===== config.mk =====
export PLATFORM = sky130hd
export DESIGN_NAME = frag_wr_sched
export DESIGN_NICKNAME = d
export VERILOG_FILES = /design/src/rtl/frag_pkg.sv /design/src/rtl/rr_arbiter.sv /design/src/rtl/frag_wr_sched.sv
export SDC_FILE = /design/constraint.sdc
export NUM_CORES = 1
export LEC_CHECK = 0
export CORE_MARGIN = 4
export CORE_UTILIZATION = 47
export DETAILED_ROUTE_END_ITERATION = 8
export PLACE_DENSITY = 0.87
export SYNTH_ARGS = -nofsm -noshare
export SYNTH_HDL_FRONTEND = slang
export SYNTH_HIERARCHICAL = 1
export SYNTH_SLANG_ARGS = --single-unit

===== constraint.sdc =====
create_clock -name clk -period 7.35 [get_ports clk]
set_input_delay 0.735 -clock clk [delete_from_list [all_inputs] [get_ports clk]]
set_output_delay 0.735 -clock clk [all_outputs]
set_load 0.005 [all_outputs]

===== src/rtl/frag_pkg.sv =====
// Shared types and constants for the fragment write scheduler.
package frag_pkg;

  typedef enum logic [1:0] {IDLE, XFER, PAD, DONE} state_t;

  localparam int BYTES_PER_WORD = 4;
  localparam int PK_DEPTH_BYTES = 16;

  // Byte count of a single packer write, 0..4
  typedef logic [2:0] bcnt_t;

endpackage


===== src/rtl/rr_arbiter.sv =====
// Round-robin arbiter: combinational one-hot winner, pointer moves to the
// finishing owner when upd_i is pulsed.
module rr_arbiter #(
  parameter int NUM_REQ = 2
) (
  input  logic               clk,
  input  logic               rst,
  input  logic [NUM_REQ-1:0] req_i,
  input  logic               upd_i,
  input  logic [NUM_REQ-1:0] upd_gnt_i,
  output logic [NUM_REQ-1:0] gnt_o
);

  localparam int IDX_W = (NUM_REQ > 1) ? $clog2(NUM_REQ) : 1;

  logic [IDX_W-1:0] last_q, last_d;
  logic             found;

  always_comb begin
    last_d = last_q;
    for (int i = 0; i < NUM_REQ; i++) begin
      if (upd_gnt_i[i]) last_d = IDX_W'(i);
    end
  end

  // Scan starts just after the last owner, so it has lowest priority
  always_comb begin
    gnt_o = '0;
    found = 1'b0;
    for (int k = 1; k <= NUM_REQ; k++) begin
      for (int i = 0; i < NUM_REQ; i++) begin
        if (!found && req_i[i] && (i == (int'(last_q) + k) % NUM_REQ)) begin
          gnt_o[i] = 1'b1;
          found    = 1'b1;
        end
      end
    end
  end

  always_ff @(posedge clk) begin
    if (rst) begin
      last_q <= IDX_W'(NUM_REQ - 1);
    end else if (upd_i) begin
      last_q <= last_d;
    end
  end

endmodule


===== src/rtl/frag_wr_sched.sv =====
// Grants the write packer to one fragment source at a time and slices the
// fragment into packer writes, padding the tail to a 4-byte boundary.
module frag_wr_sched
  import frag_pkg::*;
#(
  parameter int NUM_REQ      = 2,
  parameter int LEN_W        = 12,
  parameter int PAD_EN       = 1,
  parameter int THROTTLE_LVL = 12
) (
  input  logic                     clk,
  input  logic                     rst,
  input  logic [NUM_REQ-1:0]       req_valid,
  input  logic [NUM_REQ*LEN_W-1:0] req_len,
  input  logic [NUM_REQ*32-1:0]    req_data,
  input  logic [NUM_REQ-1:0]       req_data_valid,
  output logic [NUM_REQ-1:0]       req_data_ready,
  output logic [NUM_REQ-1:0]       grant,
  output logic [NUM_REQ-1:0]       frag_done,
  output logic [31:0]              pk_din,
  output logic [3:0]               pk_din_index,
  output logic                     pk_wr_en,
  input  logic [3:0]               pk_level,
  output logic                     busy
);

  localparam logic [4:0] THR = 5'(THROTTLE_LVL);

  state_t             state_q;
  logic [NUM_REQ-1:0] grant_q, frag_done_q, arb_gnt;
  logic [LEN_W-1:0]   rem_q, rem_d, win_len;
  logic [1:0]         cnt_q, cnt_d;
  logic [31:0]        din_q, data_sel;
  bcnt_t              idx_q, nb;
  logic               wr_en_q, xfer_rdy, accept;

  // Bytes taken by the next word, without underflow when rem < 4
  function automatic bcnt_t min4(input logic [LEN_W-1:0] r);
    if (r >= LEN_W'(BYTES_PER_WORD)) return bcnt_t'(BYTES_PER_WORD);
    return bcnt_t'(r);
  endfunction

  rr_arbiter #(.NUM_REQ(NUM_REQ)) u_arb (
    .clk       (clk),
    .rst       (rst),
    .req_i     (req_valid),
    .upd_i     (state_q == DONE),
    .upd_gnt_i (grant_q),
    .gnt_o     (arb_gnt)
  );

  assign xfer_rdy       = (state_q == XFER) && (rem_q != '0) && ({1'b0, pk_level} < THR);
  assign req_data_ready = grant_q & {NUM_REQ{xfer_rdy}};
  assign accept         = |(req_data_ready & req_data_valid);
  assign nb             = min4(rem_q);
  assign rem_d          = rem_q - LEN_W'(nb);
  assign cnt_d          = cnt_q + nb[1:0];

  always_comb begin
    data_sel = '0;
    win_len  = '0;
    for (int i = 0; i < NUM_REQ; i++) begin
      if (grant_q[i]) data_sel = data_sel | req_data[i*32 +: 32];
      if (arb_gnt[i]) win_len  = win_len | req_len[i*LEN_W +: LEN_W];
    end
  end

  always_ff @(posedge clk) begin
    if (rst) begin
      state_q     <= IDLE;
      grant_q     <= '0;
      frag_done_q <= '0;
      wr_en_q     <= 1'b0;
      din_q       <= '0;
      idx_q       <= '0;
      rem_q       <= '0;
      cnt_q       <= '0;
    end else begin
      wr_en_q     <= 1'b0;
      idx_q       <= '0;
      frag_done_q <= '0;
      case (state_q)
        IDLE: begin
          if (|req_valid) begin
            grant_q <= arb_gnt;
            rem_q   <= win_len;
            cnt_q   <= '0;
            state_q <= (win_len == '0) ? DONE : XFER;
          end
        end
        XFER: begin
          if (accept) begin
            wr_en_q <= 1'b1;
            din_q   <= data_sel;
            idx_q   <= nb;
            rem_q   <= rem_d;
            cnt_q   <= cnt_d;
            if (rem_d == '0) state_q <= (PAD_EN != 0 && cnt_d != 2'd0) ? PAD : DONE;
          end
        end
        PAD: begin
          wr_en_q <= 1'b1;
          din_q   <= '0;
          idx_q   <= bcnt_t'(BYTES_PER_WORD) - {1'b0, cnt_q};
          state_q <= DONE;
        end
        DONE: begin
          frag_done_q <= grant_q;
          grant_q     <= '0;
          state_q     <= IDLE;
        end
        default: state_q <= IDLE;
      endcase
    end
  end

  assign grant        = grant_q;
  assign frag_done    = frag_done_q;
  assign pk_din       = din_q;
  assign pk_din_index = {1'b0, idx_q};
  assign pk_wr_en     = wr_en_q;
  assign busy         = (state_q != IDLE);

endmodule

==> run_results.csv <==
group,metric,value,unit
outcome,status,"finished clean",
logic_synthesis,syn_inst,416,
timing,fin_hold_ws,462.4,ps
floorplanning,die_width,92.92,um
timing,slew_headroom,30.41,%
clock_network,clk_pin_slew,60,ps
floorplanning,die_y,92.92,um
cells_and_area,nets,645,
min_path,min_path_type,"reg -> reg",
setup_path,cp.arrival,3520,ps
timing,fin_worst_skew,7.450,ps
logic_synthesis,post_synth.cell_area_avg,8.148,um^2
logic_synthesis,ys_dominant_reg_cell,"dfxtp_1",
drt,drt_iter0_markers,339,
placed_design,dpl_worst_slack,4220,ps
drt,vias_per_cell,5.787,
clock_network,cts_sinks,57,
logic_synthesis,syn_area,3390,um^2
logic_synthesis,synth_async_sr_flop_share,0,%
logic_synthesis,synth_most_common_cell,"dfxtp_1",
drt,drt-wirelength-per-cell,16.68,um
setup_path,cp_max_fo,8,
setup_path,worst_ep_required_time,7600,ps
cells_and_area,antenna_cells,0,
cells_and_area,final_area,4989,um^2
floorplanning,io_pins,142,
global_route,grt_max_degree,65,
floorplanning,initial_core_util,49.08,%
placed_design,dpl.hpwl,7771,um
flow_run,drv_cap,0,
clock_network,clockRootBuffer,"clkbuf_8",
global_route,grt_pass1_wl,16910,um
clock_network,cts_resized,0,
clock_network,clock_latency,330,ps
drt,ant_nets,0,
global_route,grt_pass1_vias,3472,
power,p_leak,1.644,nW
timing,slew_violations,0,
floorplanning,core-area,6907,um^2
logic_synthesis,ys_types,54,
global_route,grt.overflow.total,0,
clock_network,clockBufferDepth,2,
logic_synthesis,synth-edff-count,0,
drt,vias,3692,
logic_synthesis,seq_area_frac_synth,33.67,%
logic_synthesis,ys_seq_elements,57,
timing,tns,0,ps
timing,worst_pin_slew,1044,ps
logic_synthesis,ys_top_cells_by_area,"dfxtp_1 34%, a22oi_1 9.5%, a21oi_2 7.8%, or3_1 6.6%, nand2_1 5.5%",
timing,min_period,3268,ps
drt,dr.pass1.iters,7,
setup_path,cp-end-kind,"flip-flop",
logic_synthesis,synth_warnings,6,
timing,setup_ws,4082,ps
logic_synthesis,synth_top_area_share,33.67,%
clock_network,hold_buffers,0,
clock_network,cts_tree,"done",
setup_path,critPathLaunchType,"flip-flop",
timing,max_freq,306.0,MHz
drt,route.detailed.drc,0,
power,ir_worst_vdd,0.1938,mV
clock_network,cts_buffers,9,
power,p_per_area,317.0,nW/um^2
global_route,grt_antenna_before_repair,0,
timing,min_period_over_period,44.46,%
drt,wirelength,10640,um
floorplanning,rows,30,
cells_and_area,fillers,559,
global_route,grt_use_total,24.34,%
logic_synthesis,synthTopCellsByCount,"57 x dfxtp_1, 50 x nand2_1, 43 x a22oi_1, 36 x or3_1, 30 x a21oi_2",
setup_path,crit_type,"reg -> reg",
floorplanning,die_area,8634,um^2
cells_and_area,fin_cells,638,
placed_design,post_dp_cell_area,4772,um^2
placed_design,placed_cells,624,
timing,setup_violations,0,
clock_network,cts_setup_buffers,0,
timing,final-hold-violation-count,0,
placed_design,port_buffers,138,
cells_and_area,area_growth,47.18,%
cells_and_area,drive_above_1_share,10.89,%
logic_synthesis,syn_nets,522,
logic_synthesis,synth_area_leader_cell,"dfxtp_1",
placed_design,gp_congestion,0.9614,
timing,rsz0062_at_grt,"false",
clock_network,htreeDepth,3,
[placed cells by master (no fill, tap or decap), types with 3 or more instances in the layout]
master / synthesis / layout
buf_4: 1 / 7
inv_1: 9 / 9
clkbuf_8: 0 / 11
clkdlybuf4s50_1: 0 / 137
dfxtp_1: 57 / 57
nor3_1: 9 / 9
nor2_1: 21 / 21
o21ai_0: 17 / 17
a22oi_1: 43 / 43
nor4_1: 10 / 10
nor3b_1: 3 / 3
ha_1: 8 / 8
a22o_1: 3 / 3
a21boi_0: 3 / 3
nand3_1: 8 / 8
a21oi_2: 30 / 30
a211oi_1: 3 / 3
nand2_1: 50 / 50
a21oi_1: 22 / 22
a221oi_1: 5 / 5
or3_1: 36 / 36
[flip-flops by register name, indices dropped and copies added (netlist names)]
register,flops
frag_done,2
u_arb/last_q,1
state_q,2
pk_din,32
rem_q,12
cnt_q,2
pk_wr_en,1
idx_q,3
grant,2
[worst max-delay path, cell delays in order (launching register included)]
cell and delay, ps:
dfxtp_1 380, nor3_1 560, nand4b_1 380, nand2_1 170
ha_1 280, nor3_1 140, nand3_1 90, nor4b_1 440
nand4_1 220, or3_1 390, a21oi_1 140
[power by group]
part           internal [W]  switching (W)  leakage, nW
clock network      0.000205       0.000118        0.111
registers          0.000368      0.0000878        0.462
logic              0.000334       0.000468         1.07
[per-stage QoR]
stage	total power, W	util [%]
finish	0.001581	72.23
detailed placement	0.001240	69.09
global route	0.001688	72.23
global placement	0.001222	69.09
CTS	0.001570	72.23
floorplan	0.001008	-
[per-layer routing]
layer / vias to the layer above / part of all wire [%] / GRT usage, %
li1: 1786 / - / -
met1: 1721 / 39 / 29.49
met2: 159 / 51 / 42.05
met3: 26 / 7.1 / 5.118
met4: 0 / 2.6 / 9.280
met5: - / 0 / 0
[final timing paths]
path	start	end	slack, ps	cells past startpoint
worst max-delay path	rem_q[7]	state_q[0]	4080	10
worst min-delay path	pk_din[1]	pk_din[1]	460	2
worst max register to register	rem_q[7]	state_q[0]	4080	10
worst min register to register	pk_din[1]	pk_din[1]	460	2
[kinds of logic after synthesis]
group | after synthesis | synth area share [%]
simple gates | 154 | 23.15
flops | 57 | 33.67
other cells | 2 | 0.2216
compound gates | 146 | 31.89
xor+xnor | 3 | 1.181
mux | 3 | 0.9228
buf+inv | 43 | 6.017
fa+ha+maj | 8 | 2.953
[final cells by class]
cell class / count / area [um^2] / area share, %
clock buffer: 11 / 151.4 / 3.035
clock inverter: 3 / 65.06 / 1.304
inverter: 10 / 37.54 / 0.7524
multi-input combinational: 316 / 2044 / 40.98
sequential: 57 / 1141 / 22.87
tap: 96 / 120.1 / 2.408
timing repair buffer: 145 / 1429 / 28.64
(Power assumes the default switching activity.)
